--- src/rtl/lcd_tx_scheduler.sv ---
// Byte scheduler sharing one SPI byte engine between host commands and a 6x84 framebuffer stream.
// Optional LCD_AUTO_REFRESH_EN adds an idle down-counter that re-requests a frame every REFRESH_DIV cycles.
module lcd_tx_scheduler #(
  parameter int COLS   = 84,
  parameter int BANKS  = 6,
  parameter int ADDR_W = 9
`ifdef LCD_AUTO_REFRESH_EN
  ,
  parameter logic [23:0] REFRESH_DIV = 24'd5_000_000
`endif
) (
  input  logic              clk,
  input  logic              rst,
  input  logic [7:0]        cmd_data,
  input  logic              cmd_valid,
  output logic              cmd_ready,
  input  logic              frame_req,
  output logic [ADDR_W-1:0] fb_addr,
  input  logic [7:0]        fb_data,
  output logic [7:0]        tx_data,
  output logic              tx_dc,
  output logic              tx_valid,
  input  logic              tx_ready,
  output logic              busy,
  output logic              frame_done
);

  localparam int COL_W  = (COLS > 1) ? $clog2(COLS) : 1;
  localparam int BANK_W = (BANKS > 1) ? $clog2(BANKS) : 1;

  typedef enum logic [2:0] {
    S_IDLE,
    S_CMD,
    S_SETX,
    S_SETY,
    S_FETCH,
    S_DATA
  } state_t;

  state_t              state_q, state_d;
  logic [7:0]          tx_data_q, tx_data_d;
  logic                tx_dc_q, tx_dc_d;
  logic                tx_valid_q, tx_valid_d;
  logic                cmd_ready_q, cmd_ready_d;
  logic [ADDR_W-1:0]   fb_addr_q, fb_addr_d;
  logic                busy_q, busy_d;
  logic                frame_done_q, frame_done_d;
  logic                pend_q, pend_d;
  logic [COL_W-1:0]    col_q, col_d;
  logic [BANK_W-1:0]   bank_q, bank_d;
  logic                pend_set;
  logic                last_xfer;

`ifdef LCD_AUTO_REFRESH_EN
  logic [23:0]         refresh_cnt_q, refresh_cnt_d;
  logic                refresh_hit;

  assign refresh_hit = (state_q == S_IDLE) && (refresh_cnt_q == 24'd1);
  assign pend_set    = frame_req | refresh_hit;
`else
  assign pend_set    = frame_req;
`endif

  always_comb begin
    state_d      = state_q;
    tx_data_d    = tx_data_q;
    tx_dc_d      = tx_dc_q;
    tx_valid_d   = tx_valid_q;
    cmd_ready_d  = 1'b0;
    fb_addr_d    = fb_addr_q;
    busy_d       = busy_q;
    frame_done_d = 1'b0;
    pend_d       = pend_q | pend_set;
    col_d        = col_q;
    bank_d       = bank_q;
    last_xfer    = 1'b0;

    // Each byte state loads its byte while tx_valid is low, then waits for
    // the transfer; dropping tx_valid on transfer gives the mandatory gap.
    unique case (state_q)
      S_IDLE: begin
        if (cmd_valid) begin
          state_d = S_CMD;
        end else if (pend_q) begin
          state_d   = S_SETX;
          col_d     = '0;
          bank_d    = '0;
          fb_addr_d = '0;
          busy_d    = 1'b1;
          pend_d    = frame_req;
        end
      end
      S_CMD: begin
        if (!tx_valid_q) begin
          tx_data_d   = cmd_data;
          tx_dc_d     = 1'b0;
          tx_valid_d  = 1'b1;
          cmd_ready_d = 1'b1;
        end else if (tx_ready) begin
          tx_valid_d = 1'b0;
          state_d    = busy_q ? S_SETX : S_IDLE;
        end
      end
      S_SETX: begin
        if (!tx_valid_q) begin
          tx_data_d  = 8'h80 | 8'(col_q);
          tx_dc_d    = 1'b0;
          tx_valid_d = 1'b1;
        end else if (tx_ready) begin
          tx_valid_d = 1'b0;
          state_d    = S_SETY;
        end
      end
      S_SETY: begin
        if (!tx_valid_q) begin
          tx_data_d  = 8'h40 | 8'(bank_q);
          tx_dc_d    = 1'b0;
          tx_valid_d = 1'b1;
        end else if (tx_ready) begin
          tx_valid_d = 1'b0;
          state_d    = S_FETCH;
        end
      end
      S_FETCH: begin
        state_d = S_DATA;
      end
      S_DATA: begin
        if (!tx_valid_q) begin
          tx_data_d  = fb_data;
          tx_dc_d    = 1'b1;
          tx_valid_d = 1'b1;
        end else if (tx_ready) begin
          tx_valid_d = 1'b0;
          // fb_addr runs linearly, so it always equals bank*COLS+col
          if (col_q != COL_W'(COLS - 1)) begin
            col_d     = col_q + COL_W'(1);
            fb_addr_d = fb_addr_q + ADDR_W'(1);
            state_d   = S_FETCH;
          end else if (bank_q != BANK_W'(BANKS - 1)) begin
            col_d     = '0;
            bank_d    = bank_q + BANK_W'(1);
            fb_addr_d = fb_addr_q + ADDR_W'(1);
            state_d   = cmd_valid ? S_CMD : S_FETCH;
          end else begin
            col_d        = '0;
            bank_d       = '0;
            fb_addr_d    = '0;
            busy_d       = 1'b0;
            frame_done_d = 1'b1;
            last_xfer    = 1'b1;
            state_d      = S_IDLE;
          end
        end
      end
      default: begin
        state_d    = S_IDLE;
        tx_valid_d = 1'b0;
      end
    endcase
  end

`ifdef LCD_AUTO_REFRESH_EN
  always_comb begin
    refresh_cnt_d = refresh_cnt_q;
    if ((state_q == S_IDLE) && (refresh_cnt_q != 24'd0)) begin
      refresh_cnt_d = refresh_cnt_q - 24'd1;
    end
    if (frame_req || last_xfer) begin
      refresh_cnt_d = REFRESH_DIV;
    end
  end

  always_ff @(posedge clk) begin
    if (rst) begin
      refresh_cnt_q <= REFRESH_DIV;
    end else begin
      refresh_cnt_q <= refresh_cnt_d;
    end
  end
`endif

  always_ff @(posedge clk) begin
    if (rst) begin
      state_q      <= S_IDLE;
      tx_data_q    <= 8'h00;
      tx_dc_q      <= 1'b0;
      tx_valid_q   <= 1'b0;
      cmd_ready_q  <= 1'b0;
      fb_addr_q    <= '0;
      busy_q       <= 1'b0;
      frame_done_q <= 1'b0;
      pend_q       <= 1'b0;
      col_q        <= '0;
      bank_q       <= '0;
    end else begin
      state_q      <= state_d;
      tx_data_q    <= tx_data_d;
      tx_dc_q      <= tx_dc_d;
      tx_valid_q   <= tx_valid_d;
      cmd_ready_q  <= cmd_ready_d;
      fb_addr_q    <= fb_addr_d;
      busy_q       <= busy_d;
      frame_done_q <= frame_done_d;
      pend_q       <= pend_d;
      col_q        <= col_d;
      bank_q       <= bank_d;
    end
  end

  assign tx_data    = tx_data_q;
  assign tx_dc      = tx_dc_q;
  assign tx_valid   = tx_valid_q;
  assign cmd_ready  = cmd_ready_q;
  assign fb_addr    = fb_addr_q;
  assign busy       = busy_q;
  assign frame_done = frame_done_q;

endmodule

--- config.mk ---
export PLATFORM = sky130hd
export DESIGN_NAME = lcd_tx_scheduler
export DESIGN_NICKNAME = d
export VERILOG_FILES = /design/src/rtl/lcd_tx_scheduler.sv
export SDC_FILE = /design/constraint.sdc
export NUM_CORES = 1
export LEC_CHECK = 0
export BUFFER_PORTS_ARGS = -buffer_cell sky130_fd_sc_hd__buf_4
export CORE_MARGIN = 8
export CORE_UTILIZATION = 42
export CTS_CLUSTER_SIZE = 20
export DETAILED_ROUTE_END_ITERATION = 6
export PLACE_DENSITY = 0.69
export SLEW_MARGIN = 30
export SYNTH_ARGS = -nofsm -noshare
export SYNTH_HDL_FRONTEND = slang
export SYNTH_SLANG_ARGS = --single-unit
--- constraint.sdc ---
create_clock -name clk -period 1.85 [get_ports clk]
set_input_delay 0.185 -clock clk [delete_from_list [all_inputs] [get_ports clk]]
set_output_delay 0.185 -clock clk [all_outputs]
set_load 0.01 [all_outputs]
* Yosys cells after proc, flatten, opt, wreduce, memory -nomap -nowiden
Index checks and enable logic that the tools add are counted.
Cells by class: equality and inequality tests 25, $add $sub $neg 3, reduce and logical (&&, ||, !) cells 15, multiplexer cells 58, bitwise logic cells 5
Operators by type and width (number):
- 2-to-1 mux 3 bit | 19
- 2-to-1 mux 9 bit | 6
- 2-to-1 mux 7 bit | 5
- inequality test 2 bit (second input constant) | 17
- 2-to-1 mux 8 bit | 4
- one-hot mux 8 bit (4 select lines) | 1
- one-hot mux 3 bit (6 select lines) | 1
- one-hot mux 9 bit (2 select lines) | 1
- 2-to-1 mux 1 bit | 15
- one-hot mux 7 bit (2 select lines) | 1
- AND reduction 5 bit | 2
- adder 9 x 1 -> 9 bit (second input constant) | 1
- AND reduction 9 bit | 1
- adder 7 x 1 -> 7 bit (second input constant) | 1
- inequality test 7 bit (second input constant) | 1
- AND reduction 7 bit | 1
- equality test 3 x 2 -> 1 bit (second input constant) | 2
- equality test 3 bit (second input constant) | 2
- inequality test 3 bit (second input constant) | 2
- one-hot mux 1 bit (2 select lines) | 3
- one-hot mux 3 bit (2 select lines) | 1
- AND reduction 6 bit | 1
- OR reduction 5 bit | 1
- NOT 1 bit | 4
- other kinds (11) | 13
Storage, ports and cells: register bits after elaboration 36, input port bits 21, output and inout bits 22, word-level logic and storage cells 117

* Longest topological paths before layout
depth after elaboration 6, gate-level depth with buffers 7, mapped depth without buffers 5

* Worst setup path after synthesis
OpenSTA, ideal clock, no wires.
kind flip-flop to flip-flop, start point reg state_q[0], end point reg col_q[0], data arrival time 1.554 ns, slack 0.165 ns, setup time 0.131 ns, path buffers 3, data required time 1.719 ns, stages on the path, launching flop included 8, clock period less this slack 1.685 ns, cells stage by stage dfxtp_1 > buf_2 > and3b_1 > a22oi_2 > buf_6 > buf_4 > o21bai_1 > nor2_1
On the way: cells in the longest elaborated chain, start to end 3, elaborated cells between the ends (all ways) 9, classes of those cells eq/ne: 5; mux: 1; reduce/logical: 3
RTL lines:
- start: declaration | RTL line 40 | state_t state_q, state_d;
- start signal: assignment | RTL line 196 | state_q <= state_d;
- equality test 3 bit / logical NOT 3 bit (equally long branches) | RTL line 80 | unique case (state_q)
- inequality test 2 bit (no line) / nonzero test 2 bit (equally long branches)
- AND reduction 5 bit (no line)
- end signal: assignment | RTL line 205 | col_q <= col_d;
- end: declaration | RTL line 49 | logic [COL_W-1:0] col_q, col_d;
Parallel ways exist; a longest one is shown, timed or not. A chain may end at the register's enable or synchronous reset.

* Worst setup path after layout
start point reg state_q[2], end point reg bank_q[2]
On the way: cells in the longest elaborated chain, start to end 3, elaborated cells between the ends (all ways) 10, classes of those cells eq/ne: 6; mux: 1; reduce/logical: 3
RTL lines:
- equality test 3 bit / logical NOT 3 bit (equally long branches) | RTL line 80
- inequality test 2 bit (no line) / nonzero test 2 bit (equally long branches)
- AND reduction 6 bit (no line)
- end signal: assignment | RTL line 206 | bank_q <= bank_d;
- end: declaration | RTL line 50 | logic [BANK_W-1:0] bank_q, bank_d;
Parallel ways exist; a longest one is shown, timed or not.

==> metrics.txt <==
# TYPE chip_impl_metric gauge
chip_impl_info{name="outcome",value="finished clean"} 1
chip_impl_metric{name="fp.dieH",unit="um"} 82.1
chip_impl_metric{name="diodes",unit=""} 0
chip_impl_metric{name="via_per_inst",unit=""} 5.56
chip_impl_metric{name="grt_pass1_vias",unit=""} 1681
chip_impl_metric{name="drive_above_1_share",unit=""} 0.250
chip_impl_info{name="setup.worst_path.start_class",value="register"} 1
chip_impl_metric{name="arrival_time_worst_endpoint",unit="ns"} 1.94
chip_impl_metric{name="drtAntennaViolNets",unit=""} 0
chip_impl_metric{name="slowest_delay",unit="ns"} 0.53
chip_impl_metric{name="hold_viol",unit=""} 0
chip_impl_metric{name="global_route_usage_sum",unit=""} 0.148
chip_impl_metric{name="dieArea",unit="sq um"} 6740
chip_impl_metric{name="grt_antenna_before_repair",unit=""} 0
chip_impl_metric{name="post-place-cells",unit=""} 325
chip_impl_metric{name="fin_crit",unit="ns"} 1.74
chip_impl_metric{name="area_delta_synth_final",unit="%"} 29.3
chip_impl_metric{name="worstSkewPairLatency",unit="ns"} 0.29
chip_impl_metric{name="cts_inserted_buffers",unit=""} 5
chip_impl_metric{name="period_share",unit=""} 0.940
chip_impl_metric{name="num_io_pins",unit=""} 43
chip_impl_metric{name="setup_viol",unit=""} 0
chip_impl_metric{name="maximum_vdd_drop",unit="mV"} 0.472
chip_impl_metric{name="timing.max_slew.rel_slack",unit=""} 0.698
chip_impl_metric{name="synth_area",unit="sq um"} 1840
chip_impl_info{name="synth_area_leader_cell",value="sky130_fd_sc_hd__dfxtp_1"} 1
chip_impl_info{name="synth_flop_cell",value="sky130_fd_sc_hd__dfxtp_1"} 1
chip_impl_metric{name="finClkSkew",unit="ns"} 0.00564
chip_impl_metric{name="worstPathRequired",unit="ns"} 2.05
chip_impl_info{name="cts_root_buffer",value="sky130_fd_sc_hd__clkbuf_8"} 1
chip_impl_metric{name="timing.critical_path.fanout_max",unit=""} 34
chip_impl_info{name="cts_tree",value="done"} 1
chip_impl_metric{name="ys_async_sr_fraction",unit=""} 0
chip_impl_metric{name="max_cap_viol_count",unit=""} 0
chip_impl_metric{name="initial_core_util",unit=""} 0.427
chip_impl_info{name="top_post_synthesis_cells_by_area",value="sky130_fd_sc_hd__dfxtp_1, sky130_fd_sc_hd__a21oi_1, sky130_fd_sc_hd__o21ai_0, sky130_fd_sc_hd__nor2_1, sky130_fd_sc_hd__nand2_1"} 1
chip_impl_metric{name="yosysWarningCount",unit=""} 0
chip_impl_info{name="critPathCaptureType",value="register"} 1
chip_impl_metric{name="clock_path_buffers",unit=""} 2
chip_impl_info{name="cp_top_family",value="simple AND/OR/NAND/NOR gates"} 1
chip_impl_metric{name="global_placer_s_final_weighted_congestion",unit=""} 0.866
chip_impl_info{name="timing.hold.worst.class",value="input pin to register"} 1
chip_impl_metric{name="cp_bufs_invs",unit=""} 1
chip_impl_metric{name="drc",unit=""} 0
chip_impl_metric{name="post-dp-hpwl",unit="um"} 3500
chip_impl_metric{name="timing.final.max_slew_violations",unit=""} 0
chip_impl_metric{name="port_buffers",unit=""} 42
chip_impl_metric{name="p_leak",unit="nW"} 0.897
chip_impl_metric{name="clock_sink_count",unit=""} 36
chip_impl_metric{name="finalNonFillerCells",unit=""} 332
chip_impl_metric{name="filler_cell_count",unit=""} 420
chip_impl_metric{name="core.rowCount",unit=""} 24
chip_impl_info{name="critical_path.cell_chain",value="nor4_4 > a22oi_2 > buf_12 > or4_1 > o32ai_1"} 1
chip_impl_metric{name="grt_first_pass_wirelength",unit="um"} 7930
chip_impl_metric{name="post_cts.repair.setup_buffers",unit=""} 0
chip_impl_metric{name="clock_pin_slew_of_the_registers_on_the_worst_case_setup_and_hold_paths",unit="ns"} 0.07
chip_impl_info{name="worst_path_max_delay_cell",value="sky130_fd_sc_hd__or4_1"} 1
chip_impl_metric{name="synth_enable_flop_cells",unit=""} 0
chip_impl_metric{name="core",unit="sq um"} 4290
chip_impl_metric{name="hold_slack",unit="ns"} 0.104
chip_impl_metric{name="synth_cell_types",unit=""} 44
chip_impl_metric{name="total_wirelength_of_the_detailed_routed_design",unit="um"} 4780
chip_impl_metric{name="synth.ff_latch_count",unit=""} 36
chip_impl_metric{name="gr-total-overflow",unit=""} 0
chip_impl_metric{name="synth.yosys.seq_area_share",unit=""} 0.393
chip_impl_metric{name="dr.first_iter.drc_count",unit=""} 126
chip_impl_info{name="critical_setup_path_kind",value="register to register"} 1
chip_impl_metric{name="setup-tns-final",unit="ns"} 0
chip_impl_metric{name="pin_count_of_the_biggest_net_entering_global_routing",unit=""} 35
chip_impl_info{name="rsz0062_at_grt",value="no"} 1
chip_impl_metric{name="vias_post_dr",unit=""} 1846
chip_impl_metric{name="detail_route.first_pass.iterations",unit=""} 5
chip_impl_metric{name="power-per-cell-area",unit="nW/um^2"} 801
chip_impl_metric{name="routed_wire_length_per_instance",unit="um"} 14.4
chip_impl_metric{name="synth_top_area_frac",unit=""} 0.393
chip_impl_metric{name="final_nets",unit=""} 303
chip_impl_metric{name="worst-slew-pin-transition",unit="ns"} 0.452
chip_impl_metric{name="max_freq",unit="GHz"} 0.575
chip_impl_metric{name="avgSynthCellArea",unit="sq um"} 7.98
chip_impl_metric{name="cts.htree.levels",unit=""} 2
chip_impl_metric{name="chip_width",unit="um"} 82.1
chip_impl_metric{name="synthesis.instances",unit=""} 230
chip_impl_metric{name="synthesized_nets",unit=""} 253
chip_impl_metric{name="total_power",unit="mW"} 1.90
==> layout make-up <==
type	count	area (sq um)	share of cell area
Timing Repair Buffer	56	433	0.182
Tap cell	52	65.1	0.0274
Multi-Input combinational cell	173	1030	0.433
Sequential cell	36	721	0.304
Clock buffer	7	96.3	0.0406
Inverter	8	30.0	0.0127
==> synth_stat cells (all sizes together) (2+ instances only) <==
library cell and instances:
a211oi 7, a21oi 36, and2 2, and3b 2, buf 5, clkbuf 8, dfxtp 36, ha 2
inv 8, nand2 18, nand2b 4, nand3 6, nand3b 4, nor2 20, nor2b 3, nor3 3
nor4 3, o21ai 18, o21bai 2, o22ai 4, o31ai 6, o32ai 2, or3 6, or4 8
==> worst reg2reg max path: cells and delay by family (launching register included) <==
kind                   cells  cell delay [ns]
AO/OA/AOI/OAI              2             0.27
buffers and inverters      1             0.18
flip-flops                 1             0.35
AND/OR/NAND/NOR            2             0.84
==> cell usage in the layout, fill, tap and decap left out, drive strengths merged, types with 2 or more instances in the layout <==
master | Yosys | layout
or4 | 8 | 8
and2 | 2 | 2
o22ai | 4 | 4
nor2 | 20 | 20
dfxtp | 36 | 36
a211oi | 7 | 7
nor3 | 3 | 3
a21oi | 36 | 36
o21bai | 2 | 2
and3b | 2 | 2
buf | 5 | 56
nand3b | 4 | 4
nor2b | 3 | 3
o32ai | 2 | 2
nand2b | 4 | 4
or3 | 6 | 6
o21ai | 18 | 18
inv | 8 | 8
nor4 | 3 | 3
ha | 2 | 2
clkbuf | 8 | 7
nand3 | 6 | 6
nand2 | 18 | 18
o31ai | 6 | 6
==> flip-flops by register name, indices dropped and copies added, names as in the netlist <==
register	cells
busy	1
col_q	7
bank_q	3
fb_addr	9
frame_done	1
state_q	3
tx_valid	1
cmd_ready	1
pend_q	1
tx_dc	1
tx_data	8
==> stage by stage <==
step           area [sq um]  utilization  setup slack [ns]
2_1_floorplan          1840            -             0.165
3_3_place_gp           2270        0.529             0.131
3_5_place_dp           2270        0.529             0.114
4_1_cts                2370        0.551             0.105
5_1_grt                2370        0.553            0.0249
6_report               2370        0.553             0.111
==> repair_timing <==
item,4_1_cts,5_1_grt
resized for setup,0,2
hold buffers,0,0
endpoints found under the setup margin,0,13
==> metal layers <==
layer,share of wire,global-route usage,wire [um]
met3,0.088,0.0422,418
met2,0.45,0.223,2130
met1,0.45,0.193,2170
met4,0.013,0.0614,60
met5,0,0,0
==> where the power goes <==
group | total (mW) | switching, mW | internal, mW
Combinational | 0.442 | 0.227 | 0.215
Clock | 0.599 | 0.267 | 0.331
Sequential | 0.861 | 0.0329 | 0.828
Total | 1.90 | 0.527 | 1.37
==> final timing paths <==
path / slack (ns) / start / to / cells past startpoint
setup / recovery: 0.11 / state_q[2]$_SDFFE_PP0P_ / bank_q[2]$_SDFFE_PP0P_ / 5
hold / removal: 0.10 / frame_req / pend_q$_SDFF_PP0_ / 3
setup reg to reg: 0.11 / state_q[2]$_SDFFE_PP0P_ / bank_q[2]$_SDFFE_PP0P_ / 5
hold reg to reg: 0.48 / fb_addr[8]$_SDFFE_PP0P_ / fb_addr[8]$_SDFFE_PP0P_ / 2
==> kinds of logic (layout without fill, tap and decap cells) <==
family | after synthesis | after routing | share of synthesized area
XOR/XNOR | 1 | 1 | 0.00477
multiplexers | 1 | 1 | 0.00613
buffers and inverters | 21 | 71 | 0.0511
AO/OA/AOI/OAI | 82 | 82 | 0.267
adder cells (fa/ha/maj) | 2 | 2 | 0.0136
flip-flops | 36 | 36 | 0.393
AND/OR/NAND/NOR | 87 | 87 | 0.264
Power figures use the tool's default switching activity.
